--- src/rtl/sig_framer.sv ---
// Source-side framer: samples WIDTH-antenna 1-bit I/Q radio streams and emits COUNT-sample frames
// through a 2-deep output buffer. Define SIG_FRAMER_TESTPAT_EN to replace pushed data with a counter pattern.
module sig_framer #(
    parameter int WIDTH   = 4,
    parameter int COUNT   = 150,
    parameter int NFRAMES = 0,
    parameter int FBITS   = 16
) (
    input  logic             sig_clock,
    input  logic             areset_n,
    input  logic             start_i,
    input  logic             stop_i,
    input  logic [WIDTH-1:0] radio_idata_i,
    input  logic [WIDTH-1:0] radio_qdata_i,
    output logic             sig_valid_o,
    input  logic             sig_ready_i,
    output logic             sig_last_o,
    output logic [WIDTH-1:0] sig_idata_o,
    output logic [WIDTH-1:0] sig_qdata_o,
    output logic             busy_o,
    output logic [FBITS-1:0] frames_o,
    output logic             overflow_o
);

    localparam int SCW = (COUNT > 1) ? $clog2(COUNT) : 1;

    typedef enum logic [1:0] {
        IDLE  = 2'd0,
        RUN   = 2'd1,
        DRAIN = 2'd2
    } state_t;

    state_t           state;
    logic [WIDTH-1:0] in_i;
    logic [WIDTH-1:0] in_q;
    logic [SCW-1:0]   scnt;
    logic [31:0]      run_frames;
    logic             stop_seen;

    logic             skid_valid;
    logic             skid_last;
    logic [WIDTH-1:0] skid_i;
    logic [WIDTH-1:0] skid_q;

    logic             push;
    logic             pop;
    logic             accept;
    logic             push_last;
    logic             run_done;
    logic [WIDTH-1:0] push_i;
    logic [WIDTH-1:0] push_q;

    assign push      = (state == RUN);
    assign pop       = sig_valid_o && sig_ready_i;
    // A push is lost only when both slots are occupied and nothing leaves this cycle.
    assign accept    = push && !(sig_valid_o && skid_valid && !pop);
    assign push_last = (scnt == SCW'(COUNT - 1));
    assign run_done  = (NFRAMES != 0) && ((run_frames + 32'd1) == 32'(NFRAMES));
    assign busy_o    = (state != IDLE) || sig_valid_o;

`ifdef SIG_FRAMER_TESTPAT_EN
    logic [31:0] scnt_ext;
    assign scnt_ext = 32'(scnt);
    assign push_i   = scnt_ext[WIDTH-1:0];
    assign push_q   = ~scnt_ext[WIDTH-1:0];
`else
    assign push_i = in_i;
    assign push_q = in_q;
`endif

    // NOTE: every clocked block uses non-blocking assignments so all registers sample pre-edge values.
    always_ff @(posedge sig_clock or negedge areset_n) begin
        if (!areset_n) begin
            in_i <= '0;
            in_q <= '0;
        end else begin
            in_i <= radio_idata_i;
            in_q <= radio_qdata_i;
        end
    end

    always_ff @(posedge sig_clock or negedge areset_n) begin
        if (!areset_n) begin
            state      <= IDLE;
            scnt       <= '0;
            run_frames <= '0;
            stop_seen  <= 1'b0;
        end else begin
            case (state)
                IDLE: begin
                    scnt <= '0;
                    if (start_i) begin
                        state      <= RUN;
                        stop_seen  <= stop_i;
                        run_frames <= '0;
                    end
                end
                RUN: begin
                    if (stop_i) begin
                        stop_seen <= 1'b1;
                    end
                    if (accept) begin
                        if (push_last) begin
                            scnt       <= '0;
                            run_frames <= run_frames + 32'd1;
                            if (stop_seen || stop_i || run_done) begin
                                state <= DRAIN;
                            end
                        end else begin
                            scnt <= scnt + SCW'(1);
                        end
                    end
                end
                DRAIN: begin
                    if (!sig_valid_o && !skid_valid) begin
                        state     <= IDLE;
                        stop_seen <= 1'b0;
                    end
                end
                default: state <= IDLE;
            endcase
        end
    end

    always_ff @(posedge sig_clock or negedge areset_n) begin
        if (!areset_n) begin
            sig_valid_o <= 1'b0;
            sig_last_o  <= 1'b0;
            sig_idata_o <= '0;
            sig_qdata_o <= '0;
            skid_valid  <= 1'b0;
            skid_last   <= 1'b0;
            skid_i      <= '0;
            skid_q      <= '0;
        end else if (pop) begin
            if (skid_valid) begin
                sig_last_o  <= skid_last;
                sig_idata_o <= skid_i;
                sig_qdata_o <= skid_q;
                if (accept) begin
                    skid_last <= push_last;
                    skid_i    <= push_i;
                    skid_q    <= push_q;
                end else begin
                    skid_valid <= 1'b0;
                end
            end else if (accept) begin
                sig_last_o  <= push_last;
                sig_idata_o <= push_i;
                sig_qdata_o <= push_q;
            end else begin
                sig_valid_o <= 1'b0;
            end
        end else if (accept) begin
            if (!sig_valid_o) begin
                sig_valid_o <= 1'b1;
                sig_last_o  <= push_last;
                sig_idata_o <= push_i;
                sig_qdata_o <= push_q;
            end else begin
                skid_valid <= 1'b1;
                skid_last  <= push_last;
                skid_i     <= push_i;
                skid_q     <= push_q;
            end
        end
    end

    always_ff @(posedge sig_clock or negedge areset_n) begin
        if (!areset_n) begin
            frames_o   <= '0;
            overflow_o <= 1'b0;
        end else begin
            if (pop && sig_last_o) begin
                frames_o <= frames_o + FBITS'(1);
            end
            if (push && !accept) begin
                overflow_o <= 1'b1;
            end
        end
    end

endmodule

--- config.mk ---
export PLATFORM = sky130hd
export DESIGN_NAME = sig_framer
export DESIGN_NICKNAME = d
export VERILOG_FILES = /design/src/rtl/sig_framer.sv
export SDC_FILE = /design/constraint.sdc
export NUM_CORES = 1
export LEC_CHECK = 0
export CORE_UTILIZATION = 35
export CTS_CLUSTER_DIAMETER = 120
export DETAILED_ROUTE_END_ITERATION = 10
export GPL_ROUTABILITY_DRIVEN = 0
export PLACE_DENSITY = 0.58
export SLEW_MARGIN = 20
export SYNTH_ARGS = -nofsm -noshare
export SYNTH_HDL_FRONTEND = slang
export SYNTH_SLANG_ARGS = --single-unit
--- constraint.sdc ---
create_clock -name sig_clock -period 2.9 [get_ports sig_clock]
set_input_delay 0.29 -clock sig_clock [delete_from_list [all_inputs] [get_ports sig_clock]]
set_output_delay 0.29 -clock sig_clock [all_outputs]
set_load 0.005 [all_outputs]
==> results.ini, run 1 <==
[detailed_routing]
routed_wirelength_mm=4.70
drt_iter0_markers=96
antenna_left=0
vias=1779
vias_per_cell=4.93
route.detailed.drc=0
wire_per_inst_microns=13.0
drt-pass1-iter-count=4

[synthesis]
synth_fp_nets=246
syn_area_sq_mm=0.00258
synth-warning-count=0
synth_cell_types=40
postSynthAreaPerCell_sq_um=11.5
synthTopCellsByArea=dfrtp_1, xnor2_1, ha_1, mux2_2, mux2i_1
synthCells=224
yosys.area.top_type_share_pct=54.4
synth_largest_area_cell=dfrtp_1
synth-seq-cells=56
synth-seq-area-share_pct=54.4

[setup_path]
cp_slowest_cell=ha_1
worstPathMaxFanout=19
worst-setup-path-type=flop to flop
start_kind=flop
critical-path-top-delay-family=simple AND/OR/NAND/NOR gates
path_cells=inv_1 > ha_1 > o21ai_1 > nand2b_1 > or4_1 > a21oi_1
worstPathRequired_ps=3130
path_buf_inv=1
slowest_delay_ps=540
endpoint_kind=flop
crit_arrival_ps=2500

[worst_hold_path]
hp-class=input pin to asynchronous set/reset pin

[pwr]
seq_power_share_pct=44.1
p_sw_uw=886
internal_power_uw=1770
p_comb_share_pct=36.3
pwr-share-clk_pct=19.6
finalPower_uw=2660
p_leak_uw=0.00140
vdd_drop_max_mv=0.361
swShare_pct=33.3
p_per_area_mw_per_mm2=837

[timing]
worst_pin_slew_ps=717
relSlewSlack_pct=52.2
setup_ws_ps=629
finalSetupTns_ps=0
skew_ps=4.97
setup_viol=0
period_needed_ps=2270
clock.fmax_mhz=440
rsz0062_at_grt=no
finalHoldViolations=0
drv_slew=0
fin_crit_sh_pct=78.3

[cells_and_area]
fillers=641
antennaDiodeCount=0
area_delta_synth_final_pct=23.1
layout.nets=286
regArea_sq_mm=0.00140
drive_above_1_share_pct=9.43
multi_input_area_sq_mm=0.00110
layout.cells.non_filler=361

[clock_tree]
numCtsBuffers=5
cts_tree=yes
clk-insertion-delay-late_ps=300
holdBufCountCts=0
ctsResizeCount=0
path_clk_slew_ps=100
clk_path_buf_depth=2
root_buffer=clkbuf_8
cts_sinks=56
postCtsSetupRepairBufs=0
h-tree-depth=2

[place]
dp_slack_ps=602
hpwl_mm=3.15
io_buffers=40
dpl.cell_count=353

[grt]
grt_pass1_wl_mm=7.92
track_usage_pct=13.3
grt_pass1_vias=1602
antenna_found_initial=0
overflow=0
grt_max_degree=57

[job]
maxCapViolCount=0

[floorplanning]
die-area_sq_mm=0.00771
rows=30
die_w_microns=87.8
die_y_microns=87.8
core_sq_mm=0.00694
start_util_pct=37.1
ios=41

[outcome]
status=finished, final reports clean

## per-stage QoR
| step | area [sq um] | hold slack [ps] | utilization (%) |
|---|---|---|---|
| 4_1_cts | 3170 | 139 | 45.7 |
| 5_1_grt | 3170 | 167 | 45.7 |
| 6_report | 3170 | 97.7 | 45.7 |
| 3_3_place_gp | 3060 | 450 | 44.0 |
| 2_1_floorplan | 2580 | -5.59 | - |
| 3_5_place_dp | 3060 | 454 | 44.0 |
## kinds of logic after synthesis
| logic type | after synthesis | share of synthesized area (%) |
|---|---|---|
| xor+xnor | 21 | 7.14 |
| simple gates | 74 | 16.2 |
| fa+ha+maj | 9 | 4.37 |
| compound gates | 30 | 7.23 |
| buf+inv | 15 | 2.86 |
| flops | 56 | 54.4 |
| mux | 19 | 7.86 |
## sequential cells by signal (all words and copies together), names as in the netlist, 2 cells and up
signal	flops
frames_o	16
in_i	4
in_q	4
scnt	8
sig_idata_o	4
sig_qdata_o	4
skid_i	4
skid_q	4
state	2
## synth_stat cells (all sizes together)
master and instances:
and4 1, nand2b 3, and3b 1, nor2b 1, nand3 6, mux2i 9, clkbuf 2, o211ai 1
nor4 4, nand2 16, mux2 10, o31ai 6, and4b 2, or4 1, inv 6, nor3 5
nand4 8, a2111oi 1, xnor2 18, o21ai 8, nand4b 2, nor2 15, o22a 1, a21oi 11
buf 7, or2 1, ha 9, dfrtp 56, and4bb 1, nor3b 3, a21o 2, xor2 3
and3 4
## power groups by stage
stage | clock, uW | combinational (uW) | sequential (uW)
after CTS | 544 | 986 | 1170
after global placement | 0 | 967 | 1190
after detailed placement | 0 | 981 | 1190
after global routing | 581 | 1080 | 1210
after floorplan | 0 | 660 | 1140
final | 521 | 965 | 1170
## area by class of cell
| type | instances | area share (%) |
|---|---|---|
| clock inverters | 3 | 1.50 |
| flip-flops and latches | 56 | 44.2 |
| inverters | 6 | 0.710 |
| clock buffers | 5 | 2.17 |
| repair buffers | 42 | 12.9 |
| well taps | 96 | 3.79 |
| multi-input cells | 153 | 34.7 |
## cell usage in the layout (no fill, tap or decap), types with 2 or more instances in the layout
| cell type | Yosys | final |
|---|---|---|
| nand2b_1 | 3 | 3 |
| nor3_1 | 4 | 4 |
| xnor2_1 | 18 | 18 |
| mux2i_1 | 9 | 9 |
| xor2_1 | 3 | 3 |
| nor2_1 | 15 | 15 |
| and4b_1 | 2 | 2 |
| a21o_1 | 2 | 2 |
| nor3b_1 | 3 | 3 |
| nand4_1 | 8 | 8 |
| and3_1 | 4 | 4 |
| o31ai_1 | 6 | 6 |
| dfrtp_1 | 56 | 56 |
| clkbuf_8 | 0 | 5 |
| ha_1 | 9 | 9 |
| clkinv_4 | 0 | 2 |
| buf_4 | 3 | 2 |
| nor4_1 | 4 | 4 |
| clkdlybuf4s50_1 | 0 | 39 |
| inv_1 | 6 | 6 |
| o21ai_0 | 7 | 7 |
| nand3_1 | 5 | 5 |
| a21oi_1 | 11 | 11 |
| nand2_1 | 16 | 16 |
| mux2_2 | 9 | 9 |
## metal layers
| metal | up-vias | wire length, microns | global-route usage (%) |
|---|---|---|---|
| met5 | - | 0 | 0 |
| met4 | 0 | 40 | 3.58 |
| met3 | 5 | 234 | 3.20 |
| met2 | 35 | 2170 | 19.8 |
| met1 | 868 | 2260 | 19.5 |
| li1 | 871 | - | - |
## worst paths after layout
path / from / end / slack, ps / cells past startpoint
min in group sig_clock: radio_qdata_i[3] / in_q[3] / 410 / 1
max in group asynchronous: areset_n / sig_qdata_o[0] / 2310 / 2
worst max-delay path: state[1] / scnt[7] / 630 / 6
worst max register to register: state[1] / scnt[7] / 630 / 6
worst min-delay path: areset_n / state[0] / 100 / 2
worst min register to register: overflow_o / overflow_o / 480 / 1
Note: power is estimated with default switching activity, not from simulation.
==> run 2, diff against run 1 <==
- clock period: 2.9 -> 2.14 ns (I/O delays scaled with it)
==> results.ini, run 2 (synthesis gave the netlist of run 1 again) <==
[floorplanning]
die_y_microns=87.8  ; unchanged
start_util_pct=37.1  ; unchanged
rows=30  ; unchanged
die_w_microns=87.8  ; unchanged
ios=41  ; unchanged
core_sq_mm=0.00694  ; unchanged
die-area_sq_mm=0.00771  ; unchanged

[setup_path]
r2r_end=state[0]
start_kind=flop
path_cells=inv_1 > ha_1 > buf_4 > nand2_1 > clkdlybuf4s50_1
slowest_delay_ps=500  ; -40 ps
worstPathRequired_ps=1930  ; -1200 ps
cp_slowest_cell=clkdlybuf4s50_1
critical-path-top-delay-family=buffers and inverters
path_buf_inv=3  ; +2
crit_arrival_ps=1780  ; -720 ps
endpoint_kind=primary output
cp_num_cells=5  ; -1
worstPathMaxFanout=5  ; -14
timing.critical_path.from=state[0]
r2r_start=scnt[1]
worst-setup-path-type=flop to primary output
ff2ff_path_depth=6  ; unchanged
crit_path_end=busy_o
ff2ff_setup_slack_ps=230  ; -400 ps

[cells_and_area]
regArea_sq_mm=0.00140  ; unchanged
antennaDiodeCount=0  ; unchanged
drive_above_1_share_pct=13.0  ; +3.6 points
layout_commonest_cell=dfrtp_1
largest_register_ffs=16  ; unchanged
top_regs=frames_o (16), scnt (8)
layout_common_cells=dfrtp_1, clkdlybuf4s50_1, xnor2_1, nand2_1, nor2_1
layout.nets=297  ; +3.8%
top_register=frames_o
area_delta_synth_final_pct=26.3
multi_input_area_sq_mm=0.00111  ; +0.79%
fillers=663  ; +3.4%

[detailed_routing]
antenna_left=0  ; unchanged
route.detailed.drc=0  ; unchanged
wire_per_inst_microns=12.9  ; -0.85%
vias_per_cell=4.88  ; -0.99%
routed_wirelength_mm=4.80  ; +2.2%
vias=1815  ; +2.0%
drt_iter0_markers=71  ; -26%
drt-pass1-iter-count=4  ; unchanged

[timing]
rsz0062_at_grt=no
whs_ps=24.2  ; -73.5 ps
setup_viol=0  ; unchanged
skew_ps=4.23  ; -0.739 ps
drv_slew=0  ; unchanged
finalSetupTns_ps=0  ; unchanged
fin_crit_sh_pct=93.2
relSlewSlack_pct=53.1  ; +0.92 points
clock.fmax_mhz=502
period_needed_ps=1990
finalHoldViolations=0  ; unchanged
worst_pin_slew_ps=703  ; -13.8 ps

[clock_tree]
cts_tree=yes
postCtsSetupRepairBufs=0  ; unchanged
path_clk_slew_ps=100  ; about the same
numCtsBuffers=5  ; unchanged
clk-insertion-delay-late_ps=300  ; about the same
holdBufCountCts=0  ; unchanged
h-tree-depth=2  ; unchanged
cts_sinks=56  ; unchanged
clk_path_buf_depth=2  ; unchanged
ctsResizeCount=0  ; unchanged
root_buffer=clkbuf_8

[pwr]
p_leak_uw=0.00145  ; +3.2%
p_per_area_mw_per_mm2=1120  ; +34%
vdd_drop_max_mv=0.472  ; +31%

[grt]
track_usage_pct=14.0  ; +0.62 points
grt_max_degree=57  ; unchanged
antenna_found_initial=0  ; unchanged
grt_pass1_vias=1718  ; +7.2%
overflow=0  ; unchanged
grt_pass1_wl_mm=8.31  ; +4.9%

[place]
hpwl_mm=3.43  ; +9.1%
io_buffers=40  ; unchanged

[worst_hold_path]
hp-class=input pin to asynchronous set/reset pin

[outcome]
status=finished, final reports clean

[job]
maxCapViolCount=0  ; unchanged

## run 2: power breakdown
part | total [uW] | internal, uW | leakage (uW) | switching [uW]
Sequential | 1580 | 1340 | 0.000698 | 239
Clock | 592 | 264 | 0.0000445 | 329
Combinational | 1480 | 827 | 0.000706 | 655
Total | 3660 | 2430 | 0.00145 | 1220
## run 2: metal layers
metal  part of all wire [%]  GRT usage, %  vias to the layer above
li1                       -             -                      888
met3                    4.1          3.11                        4
met5                      0             0                        -
met2                     44          21.6                       33
met1                     51          19.8                      890
met4                   0.60          3.58                        0
## run 2: how the worst min path moves through the flow
stage	start	endpoint	slack (ps)	cells past startpoint
final	areset_n	frames_o[3]	20	2
after global routing	areset_n	frames_o[3]	90	2
after CTS	areset_n	frames_o[9]	70	2
after detailed placement	areset_n	frames_o[3]	400	2
after global placement	areset_n	frames_o[3]	410	2
after floorplan	areset_n	frames_o[0]	-80	0
## run 2: cell type report
type	instances	share of cell area, %
clock buffers	7	2.65
clock inverters	1	0.231
well taps	96	3.69
multi-input cells	153	34.1
repair buffers	53	15.5
flip-flops and latches	56	43.1
inverters	6	0.692
## run 2: metrics by stage
stage	power, uW	instances	util, %	setup slack, ps	cell area [sq um]
2_1_floorplan	2450	224	-	47.3	2580
3_3_place_gp	3080	364	45.5	173	3160
3_5_place_dp	3100	364	45.5	113	3160
4_1_cts	3700	372	46.8	122	3250
5_1_grt	3950	372	46.9	79.9	3250
6_report	3660	372	46.9	146	3250
